--- src/rtl/fetch_prefetch_unit.sv ---
// Instruction fetch stage: owns the fetch PC, issues in-order imem reads, buffers returned
// instructions with their PCs in a prefetch FIFO, and flushes on execute-stage redirects.
module fetch_prefetch_unit #(
  parameter int unsigned DEPTH    = 4,
  parameter logic [31:0] RESET_PC = 32'h0000_0000
) (
  input  logic        clk,
  input  logic        reset,

  output logic        imem_req_valid,
  input  logic        imem_req_ready,
  output logic [31:0] imem_req_addr,

  input  logic        imem_rsp_valid,
  input  logic [31:0] imem_rsp_data,

  input  logic        redirect_valid,
  input  logic [31:0] redirect_addr,

  output logic        out_valid,
  input  logic        out_ready,
  output logic [31:0] out_instr,
  output logic [31:0] out_pc
);

  localparam int unsigned PtrW = (DEPTH > 1) ? $clog2(DEPTH) : 1;
  localparam int unsigned CntW = PtrW + 1;
  localparam logic [CntW:0] CreditLimit = (CntW + 1)'(DEPTH);

  typedef enum logic [0:0] {StFetch, StDrain} state_e;

  state_e            state;
  logic [31:0]       fetch_pc_q, fetch_pc_d;
  logic [31:0]       rsp_pc_q, rsp_pc_d;
  logic [CntW-1:0]   wr_ptr_q, wr_ptr_d;
  logic [CntW-1:0]   rd_ptr_q, rd_ptr_d;
  logic [CntW-1:0]   outstanding_q, outstanding_d;
  logic [CntW-1:0]   discard_cnt_q, discard_cnt_d;
  logic [31:0]       mem_instr_q [DEPTH];
  logic [31:0]       mem_pc_q    [DEPTH];

  logic [CntW-1:0]   count;
  logic [CntW:0]     credit_sum;
  logic              fifo_empty;
  logic              req_fire;
  logic              rsp_accept;
  logic              rsp_push;
  logic              pop;
  logic [31:0]       redirect_target;
  logic [PtrW-1:0]   wr_idx;
  logic [PtrW-1:0]   rd_idx;
  logic              unused_redirect_lsbs;

  assign unused_redirect_lsbs = ^redirect_addr[1:0];
  assign redirect_target      = {redirect_addr[31:2], 2'b00};
  assign count                = wr_ptr_q - rd_ptr_q;
  assign fifo_empty           = (count == '0);
  assign wr_idx               = wr_ptr_q[PtrW-1:0];
  assign rd_idx               = rd_ptr_q[PtrW-1:0];

  // Handshake decode. Credits count buffered plus in-flight fetches; a same-cycle pop is
  // deliberately not credited so a push can never land on a full FIFO.
  always_comb begin
    state          = (discard_cnt_q != '0) ? StDrain : StFetch;
    credit_sum     = {1'b0, count} + {1'b0, outstanding_q};
    imem_req_valid = !reset && !redirect_valid && (credit_sum < CreditLimit);
    imem_req_addr  = fetch_pc_q;
    req_fire       = imem_req_valid && imem_req_ready;
    // A response with nothing outstanding is a protocol violation and is ignored.
    rsp_accept     = imem_rsp_valid && (outstanding_q != '0);
    rsp_push       = rsp_accept && !redirect_valid && (state == StFetch);
    out_valid      = !fifo_empty;
    pop            = out_valid && out_ready && !redirect_valid;
    out_instr      = fifo_empty ? 32'h0 : mem_instr_q[rd_idx];
    out_pc         = fifo_empty ? 32'h0 : mem_pc_q[rd_idx];
  end

  always_comb begin
    fetch_pc_d    = fetch_pc_q;
    rsp_pc_d      = rsp_pc_q;
    wr_ptr_d      = wr_ptr_q;
    rd_ptr_d      = rd_ptr_q;
    discard_cnt_d = discard_cnt_q;
    outstanding_d = outstanding_q + CntW'(req_fire) - CntW'(rsp_accept);

    if (redirect_valid) begin
      fetch_pc_d    = redirect_target;
      rsp_pc_d      = redirect_target;
      wr_ptr_d      = '0;
      rd_ptr_d      = '0;
      // Everything still in flight belongs to the old stream, including a response that
      // arrives in this very cycle (it is dropped here, not counted).
      discard_cnt_d = outstanding_q - CntW'(rsp_accept);
    end else begin
      if (req_fire) begin
        fetch_pc_d = fetch_pc_q + 32'd4;
      end
      if (rsp_accept) begin
        unique case (state)
          StDrain: discard_cnt_d = discard_cnt_q - CntW'(1);
          StFetch: begin
            rsp_pc_d = rsp_pc_q + 32'd4;
            wr_ptr_d = wr_ptr_q + CntW'(1);
          end
          default: discard_cnt_d = discard_cnt_q;
        endcase
      end
      if (pop) begin
        rd_ptr_d = rd_ptr_q + CntW'(1);
      end
    end
  end

  always_ff @(posedge clk or posedge reset) begin
    if (reset) begin
      fetch_pc_q    <= RESET_PC;
      rsp_pc_q      <= RESET_PC;
      wr_ptr_q      <= '0;
      rd_ptr_q      <= '0;
      outstanding_q <= '0;
      discard_cnt_q <= '0;
    end else begin
      fetch_pc_q    <= fetch_pc_d;
      rsp_pc_q      <= rsp_pc_d;
      wr_ptr_q      <= wr_ptr_d;
      rd_ptr_q      <= rd_ptr_d;
      outstanding_q <= outstanding_d;
      discard_cnt_q <= discard_cnt_d;
    end
  end

  // Storage needs no reset: the head is masked to zero whenever the FIFO is empty.
  always_ff @(posedge clk) begin
    if (rsp_push) begin
      mem_instr_q[wr_idx] <= imem_rsp_data;
      mem_pc_q[wr_idx]    <= rsp_pc_q;
    end
  end

endmodule
--- config.mk ---
export PLATFORM = sky130hd
export DESIGN_NAME = fetch_prefetch_unit
export DESIGN_NICKNAME = d
export VERILOG_FILES = /design/src/rtl/fetch_prefetch_unit.sv
export SDC_FILE = /design/constraint.sdc
export NUM_CORES = 1
export LEC_CHECK = 0
export BUFFER_PORTS_ARGS = -buffer_cell sky130_fd_sc_hd__buf_4
export CAP_MARGIN = 15
export CORE_MARGIN = 5
export CORE_UTILIZATION = 60
export DETAILED_ROUTE_END_ITERATION = 10
export GPL_TIMING_DRIVEN = 0
export PLACE_DENSITY = 0.82
export SLEW_MARGIN = 20
export SYNTH_ARGS = -nofsm -noshare
export SYNTH_HDL_FRONTEND = slang
export SYNTH_SLANG_ARGS = --single-unit
--- constraint.sdc ---
create_clock -name clk -period 11.46 [get_ports clk]
set_clock_uncertainty 0.05 [all_clocks]
set_input_delay 1.719 -clock clk [delete_from_list [all_inputs] [get_ports clk]]
set_output_delay 1.719 -clock clk [all_outputs]
set_load 0.02 [all_outputs]
==> results of run 1 <==
## power by group through the flow
| stage | Combinational, mW | Clock (mW) | Sequential (mW) |
|---|---|---|---|
| CTS | 1.38 | 1.01 | 1.40 |
| global placement | 1.34 | 0 | 1.42 |
| floorplan | 0.816 | 0 | 1.42 |
| detailed placement | 1.37 | 0 | 1.42 |
| global route | 1.46 | 1.06 | 1.41 |
| finish | 1.36 | 0.993 | 1.40 |
## cells by family (layout without fill, tap and decap cells)
group | Yosys count | in the layout
AND/OR/NAND/NOR | 268 | 268
AO/OA/AOI/OAI | 80 | 80
XOR/XNOR | 43 | 43
buffers and inverters | 63 | 284
other | 1 | 4
multiplexers | 71 | 71
adder cells (fa/ha/maj) | 18 | 18
flip-flops | 320 | 320
## through the flow
stage / utilization, % / total power [mW]
2_1_floorplan: - / 2.23
3_3_place_gp: 67.6 / 2.76
3_5_place_dp: 68.1 / 2.79
4_1_cts: 72.7 / 3.78
5_1_grt: 72.7 / 3.93
6_report: 72.7 / 3.75
## routing by layer
| layer | GRT usage, % | vias up |
|---|---|---|
| li1 | - | 3711 |
| met1 | 33.8 | 4144 |
| met2 | 37.6 | 413 |
| met3 | 3.41 | 45 |
| met4 | 4.92 | 0 |
| met5 | 0 | - |
## sequential cells by signal, indices dropped and copies added, names as in the netlist
signal,cells
discard_cnt_q,3
imem_req_addr,30
mem_instr_q,128
mem_pc_q,120
outstanding_q,3
rd_ptr_q,3
rsp_pc_q,30
wr_ptr_q,3
## synth_stat cells, types with 5 or more instances
cell type and n:
nand4_1 22, dfrtp_1 72, nor3_1 13, a21oi_1 8
xnor2_1 25, xor2_1 17, nand3_1 35, a31oi_1 5
and3_1 11, o21ai_0 32, clkbuf_1 29, inv_1 18
mux4_2 62, or4_1 5, mux2i_1 5, edfxtp_1 248
nor2_1 28, o211ai_1 14, nand2_1 56, ha_1 16
and2_1 66, buf_1 6, nor4_1 5
## final cells by class
class / instances / area (sq um)
Sequential cell: 320 / 9250
Fill cell: 1379 / 6150
Multi-Input combinational cell: 484 / 4140
Timing Repair Buffer: 165 / 1310
Clock buffer: 47 / 947
Tap cell: 285 / 357
Buffer: 44 / 205
Clock inverter: 9 / 75.1
Inverter: 19 / 73.8
## critical path, delay by kind of cell (launching register included)
| kind | cells | cell delay (ps) |
|---|---|---|
| XOR/XNOR | 1 | 420 |
| adder cells (fa/ha/maj) | 1 | 430 |
| buffers and inverters | 6 | 2140 |
| flip-flops | 1 | 360 |
| AND/OR/NAND/NOR | 2 | 760 |
## path summary, 6_finish.rpt
path / from / end / slack (ps) / cells after the start
min in group asynchronous: reset / outstanding_q[0] / 1170 / 2
max: rd_ptr_q[1] / out_pc[13] / 5030 / 10
max in group asynchronous: reset / rsp_pc_q[31] / 9620 / 3
min reg2reg: imem_req_addr[28] / imem_req_addr[28] / 500 / 1
min: imem_req_addr[28] / imem_req_addr[28] / 500 / 1
max reg2reg: rd_ptr_q[1] / outstanding_q[1] / 5870 / 17
==> flow_metrics.py, run 1 <==
metrics = {
    "detailed_routing": {
        "drcViolationCount": 0,
        "wl_per_cell_um": 21.5,
        "route.met3.wl_um": 2460,
        "routed_wl_um": 29500,
        "dr_wl_met2_um": 14300,
        "via_per_inst": 6.05,
        "dr.pass1.iters": 5,
        "vias": 8313,
        "highest_layer": "met4",
        "routedLengthMet1_um": 12200,
        "drtAntennaViolNets": 0,
        "drt_first_iter_violations": 725,
    },
    "setup_path": {
        "crit_required_ps": 9690,
        "cpMostUsedCell": "clkbuf_1",
        "crit_fanout": 10,
        "cp-end-kind": "output pin",
        "slowest_stage": "clkbuf_1",
        "path_cells": "clkbuf_1, clkbuf_1, inv_1, fa_1, xnor3_1, or3b_2, clkbuf_1, clkbuf_1, and2_1, buf_4",
        "cp-start-kind": "flip-flop",
        "crit_type": "reg -> out",
        "slowest_delay_ps": 600,
        "arrival_ps": 4660,
    },
    "placed_design": {
        "dp_slack_ps": 5620,
        "dp.cells": 1317,
        "hpwl_um": 19700,
        "numPortBuffers": 160,
        "gp_congestion": 0.940,
        "dpl_cell_area_sq_mm": 0.0153,
    },
    "yosys": {
        "yosysTopAreaCellShare_pct": 54.6,
        "ys_types": 55,
        "yosys.area.top_type": "edfxtp_1",
        "synth_compound_area_share_pct": 3.72,
        "synthTopCellsByArea": "edfxtp_1, dfrtp_1, mux4_2",
        "avgSynthCellArea_sq_um": 15.8,
        "synth_flop_cell": "edfxtp_1",
        "synth_top_family_by_area": "multiplexers",
        "synth_area_sq_mm": 0.0136,
        "yosysWarnings": 0,
        "synth_seq_cells": 320,
        "seq_area_frac_synth_pct": 67.8,
        "async_flop_share_pct": 22.5,
        "synth_xor_area_share_pct": 2.86,
        "synth_mux_area_share_pct": 10.9,
        "synth_edf_count": 248,
        "yosys.area_share.simple_pct": 10.8,
        "yosys.area_share.adder_pct": 1.76,
        "synthCells": 864,
    },
    "global_route": {
        "grt_pass1_wl_um": 47200,
        "grt_util_all_layers_pct": 23.0,
        "grt_overflow": 0,
        "antenna_found_initial": 0,
        "grt_pass1_vias": 8471,
        "grt_max_degree": 44,
    },
    "sta": {
        "layout_setup_ws_ps": 5030,
        "rsz0062_at_grt": "no",
        "setup_tns_ps": 0,
        "whs_ps": 502,
        "slew_headroom_pct": 40.6,
        "max_freq_ghz": 0.156,
        "worst_slew_pin_slew_ps": 891,
        "fin_crit_sh_pct": 56.1,
        "final.min_clock_period_ps": 6430,
        "finalMaxSlewViolations": 0,
        "finalHoldViolCount": 0,
        "setup_viol": 0,
    },
    "pwr": {
        "pwr-share-seq_pct": 37.3,
        "p_clk_share_pct": 26.5,
        "switching_share_pct": 32.9,
        "switching_power_mw": 1.23,
        "powerDensity_mw_per_mm2": 229,
        "worst_ir_drop_vdd_mv": 0.125,
        "p_leak_nw": 5.85,
        "p_comb_share_pct": 36.2,
        "intPower_mw": 2.52,
    },
    "layout": {
        "postLayoutCellArea_sq_mm": 0.0164,
        "drive_above_1_share_pct": 27.9,
        "synthToLayoutAreaGrowth_pct": 20.0,
        "antennaDiodeCount": 0,
        "post_layout_nonfiller_instances": 1373,
        "layout_common_cells": "edfxtp_1, buf_4, dfrtp_1",
        "fin_nets": 1152,
        "final_common_cell": "edfxtp_1",
    },
    "floorplanning": {
        "num_rows": 55,
        "design.core.area_sq_mm": 0.0225,
        "pin_count": 168,
        "die_y_um": 161,
        "die_width_um": 161,
        "die-area_sq_mm": 0.0258,
        "start_util_pct": 60.6,
    },
    "worst_hold_path": {
        "hp-class": "reg -> reg",
    },
    "clock_network": {
        "path_clk_slew_ps": 60,
        "clockBufferDepth": 3,
        "cts_max_level": 1,
        "post_cts_resized": 0,
        "cts_tree": "yes",
        "cts_buffers": 30,
        "insertion_delay_ps": 540,
        "cts_hold_buf": 0,
        "cts_sinks": 320,
        "cts_root_buf": "clkbuf_16",
        "post_cts_buffers": 0,
    },
    "outcome": {
        "status": "finished, final reports clean",
    },
    "job": {
        "drv_cap": 0,
    },
}
(Power assumes the default switching activity.)
==> run 2, diff against run 1 <==
--- a/config.mk
+++ b/config.mk
@@ -8,10 +8,10 @@
 export BUFFER_PORTS_ARGS = -buffer_cell sky130_fd_sc_hd__buf_4
 export CAP_MARGIN = 15
 export CORE_MARGIN = 5
-export CORE_UTILIZATION = 60
+export CORE_UTILIZATION = 58
 export DETAILED_ROUTE_END_ITERATION = 10
 export GPL_TIMING_DRIVEN = 0
-export PLACE_DENSITY = 0.82
+export PLACE_DENSITY = 0.8
 export SLEW_MARGIN = 20
 export SYNTH_ARGS = -nofsm -noshare
 export SYNTH_HDL_FRONTEND = slang
==> constraint.sdc (replaced) <==
create_clock -name clk -period 6.4 [get_ports clk]
set_clock_uncertainty 0.05 [all_clocks]
set_input_delay 0.96 -clock clk [delete_from_list [all_inputs] [get_ports clk]]
set_output_delay 0.96 -clock clk [all_outputs]
set_load 0.02 [all_outputs]
==> run 2 against run 1 <==
Effect of this change: utilization down 2.0 points; non-clock buffer count did not move; wire length up 0.57%; setup slack worse by 4200 ps; first-iteration DRC count down 0.83%; combinational power rose by 77%; sequential power is 79% higher; final cell count increased by 2.5%; count of clock-buffer cells in the layout fell by 12; largest power group unchanged.
==> flow_metrics.py, run 2 (synthesized netlist as in run 1, its figures left out) <==
metrics = {
    "floorplanning": {
        "start_util_pct": 58.4,
        "die_y_um": 163,
        "die_width_um": 163,
        "pin_count": 168,
        "die-area_sq_mm": 0.0267,
        "design.core.area_sq_mm": 0.0233,
        "num_rows": 56,
    },
    "layout": {
        "fin_nets": 1153,
        "largest_register_ffs": 128,
        "layout_common_cells": "edfxtp_1, buf_4, dfrtp_1",
        "final_common_cell": "edfxtp_1",
        "postLayoutCellArea_sq_mm": 0.0165,
        "top_regs": "mem_instr_q (128), mem_pc_q (120)",
        "top_register": "mem_instr_q",
        "synthToLayoutAreaGrowth_pct": 21.0,
        "final_util_pct": 70.7,
        "nFillCells": 1513,
        "antennaDiodeCount": 0,
        "drive_above_1_share_pct": 28.1,
    },
    "sta": {
        "finalMaxSlewViolations": 0,
        "finalHoldViolCount": 0,
        "max_freq_ghz": 0.180,
        "layout_setup_ws_ps": 850,
        "fin_crit_sh_pct": 86.7,
        "setup_viol": 0,
        "slew_headroom_pct": 34.5,
        "setup_tns_ps": 0,
        "rsz0062_at_grt": "no",
        "worst_slew_pin_slew_ps": 975,
        "final.min_clock_period_ps": 5550,
    },
    "setup_path": {
        "cp-start-kind": "flip-flop",
        "r2r_start": "rd_ptr_q[1]",
        "cp-startpoint": "rd_ptr_q[1]",
        "path_cells": "clkbuf_1, clkbuf_1, inv_1, fa_1, xnor3_1, or3b_2, clkbuf_1, clkbuf_1, and2_1, buf_4",
        "cpMostUsedCell": "clkbuf_1",
        "reg2reg_slack_ps": 940,
        "arrival_ps": 4540,
        "slowest_stage": "clkbuf_1",
        "crit_required_ps": 5390,
        "cp-end-kind": "output pin",
        "r2r-end": "outstanding_q[2]",
        "reg2reg_depth": 17,
        "slowest_delay_ps": 560,
        "crit_type": "reg -> out",
        "crit_fanout": 10,
    },
    "pwr": {
        "p_leak_nw": 5.89,
        "worst_ir_drop_vdd_mv": 0.212,
        "powerDensity_mw_per_mm2": 415,
    },
    "detailed_routing": {
        "dr.pass1.iters": 5,
        "routed_wl_um": 29700,
        "vias": 8257,
        "drcViolationCount": 0,
        "via_per_inst": 5.86,
        "drtAntennaViolNets": 0,
        "wl_per_cell_um": 21.1,
        "drt_first_iter_violations": 719,
    },
    "outcome": {
        "status": "finished, final reports clean",
    },
    "clock_network": {
        "post_cts_buffers": 0,
        "clockBufferDepth": 3,
        "cts_tree": "yes",
        "cts_max_level": 1,
        "post_cts_resized": 0,
        "cts_sinks": 320,
        "cts_buffers": 31,
        "insertion_delay_ps": 550,
        "cts_hold_buf": 0,
        "path_clk_slew_ps": 70,
        "cts_root_buf": "clkbuf_16",
    },
    "placed_design": {
        "gp_congestion": 0.939,
        "dp_slack_ps": 960,
        "hpwl_um": 19800,
        "numPortBuffers": 160,
        "dpl_cell_area_sq_mm": 0.0154,
    },
    "global_route": {
        "grt_util_all_layers_pct": 22.7,
        "grt_max_degree": 50,
        "grt_pass1_vias": 8397,
        "antenna_found_initial": 0,
        "grt_pass1_wl_um": 47100,
        "grt_overflow": 0,
    },
    "worst_hold_path": {
        "hp-class": "in -> async",
    },
    "job": {
        "drv_cap": 0,
    },
}
==> run 2: power breakdown <==
group	internal, mW	total (mW)	switching, mW	leakage, nW
Clock	1.18	1.93	0.754	0.537
Combinational	1.08	2.41	1.33	2.25
Sequential	2.38	2.51	0.131	3.11
==> run 2: layout make-up <==
type	instances	area, sq um	share of cell area (%)
clock inverter	22	294	1.78
tap	319	399	2.42
timing repair buffer	165	1330	8.07
clock buffer	35	801	4.86
sequential	320	9250	56.1
buffer	44	205	1.24
multi-input combinational	484	4140	25.1
inverter	19	73.8	0.448
==> run 2: critical path: cells and delay by family, from the launching register on <==
| family | cells | cell delay, ps |
|---|---|---|
| flops | 1 | 360 |
| simple gates | 2 | 750 |
| buf+inv | 6 | 2020 |
| xor+xnor | 1 | 410 |
| fa+ha+maj | 1 | 430 |
==> run 2: stage by stage <==
step           instances  hold WS [ps]  power (mW)
2_1_floorplan        867           439        4.00
6_report            1408           399        6.85
5_1_grt             1408           410        7.19
3_3_place_gp        1346           485        4.92
4_1_cts             1408           388        6.91
3_5_place_dp        1351           502        4.98
==> run 2: how the worst max path moves through the flow <==
stage / end
3_3_place_gp: outstanding_q[2]
4_1_cts: out_instr[7]
2_1_floorplan: outstanding_q[2]
6_report: out_pc[14]
3_5_place_dp: outstanding_q[2]
5_1_grt: out_pc[14]
==> run 2: routing by layer <==
metal,vias up,GRT usage (%),wire [um]
met3,46,3.33,2580
met5,-,0,0
met4,0,4.88,526
met2,406,37.0,14400
li1,3709,-,-
met1,4096,33.3,12200
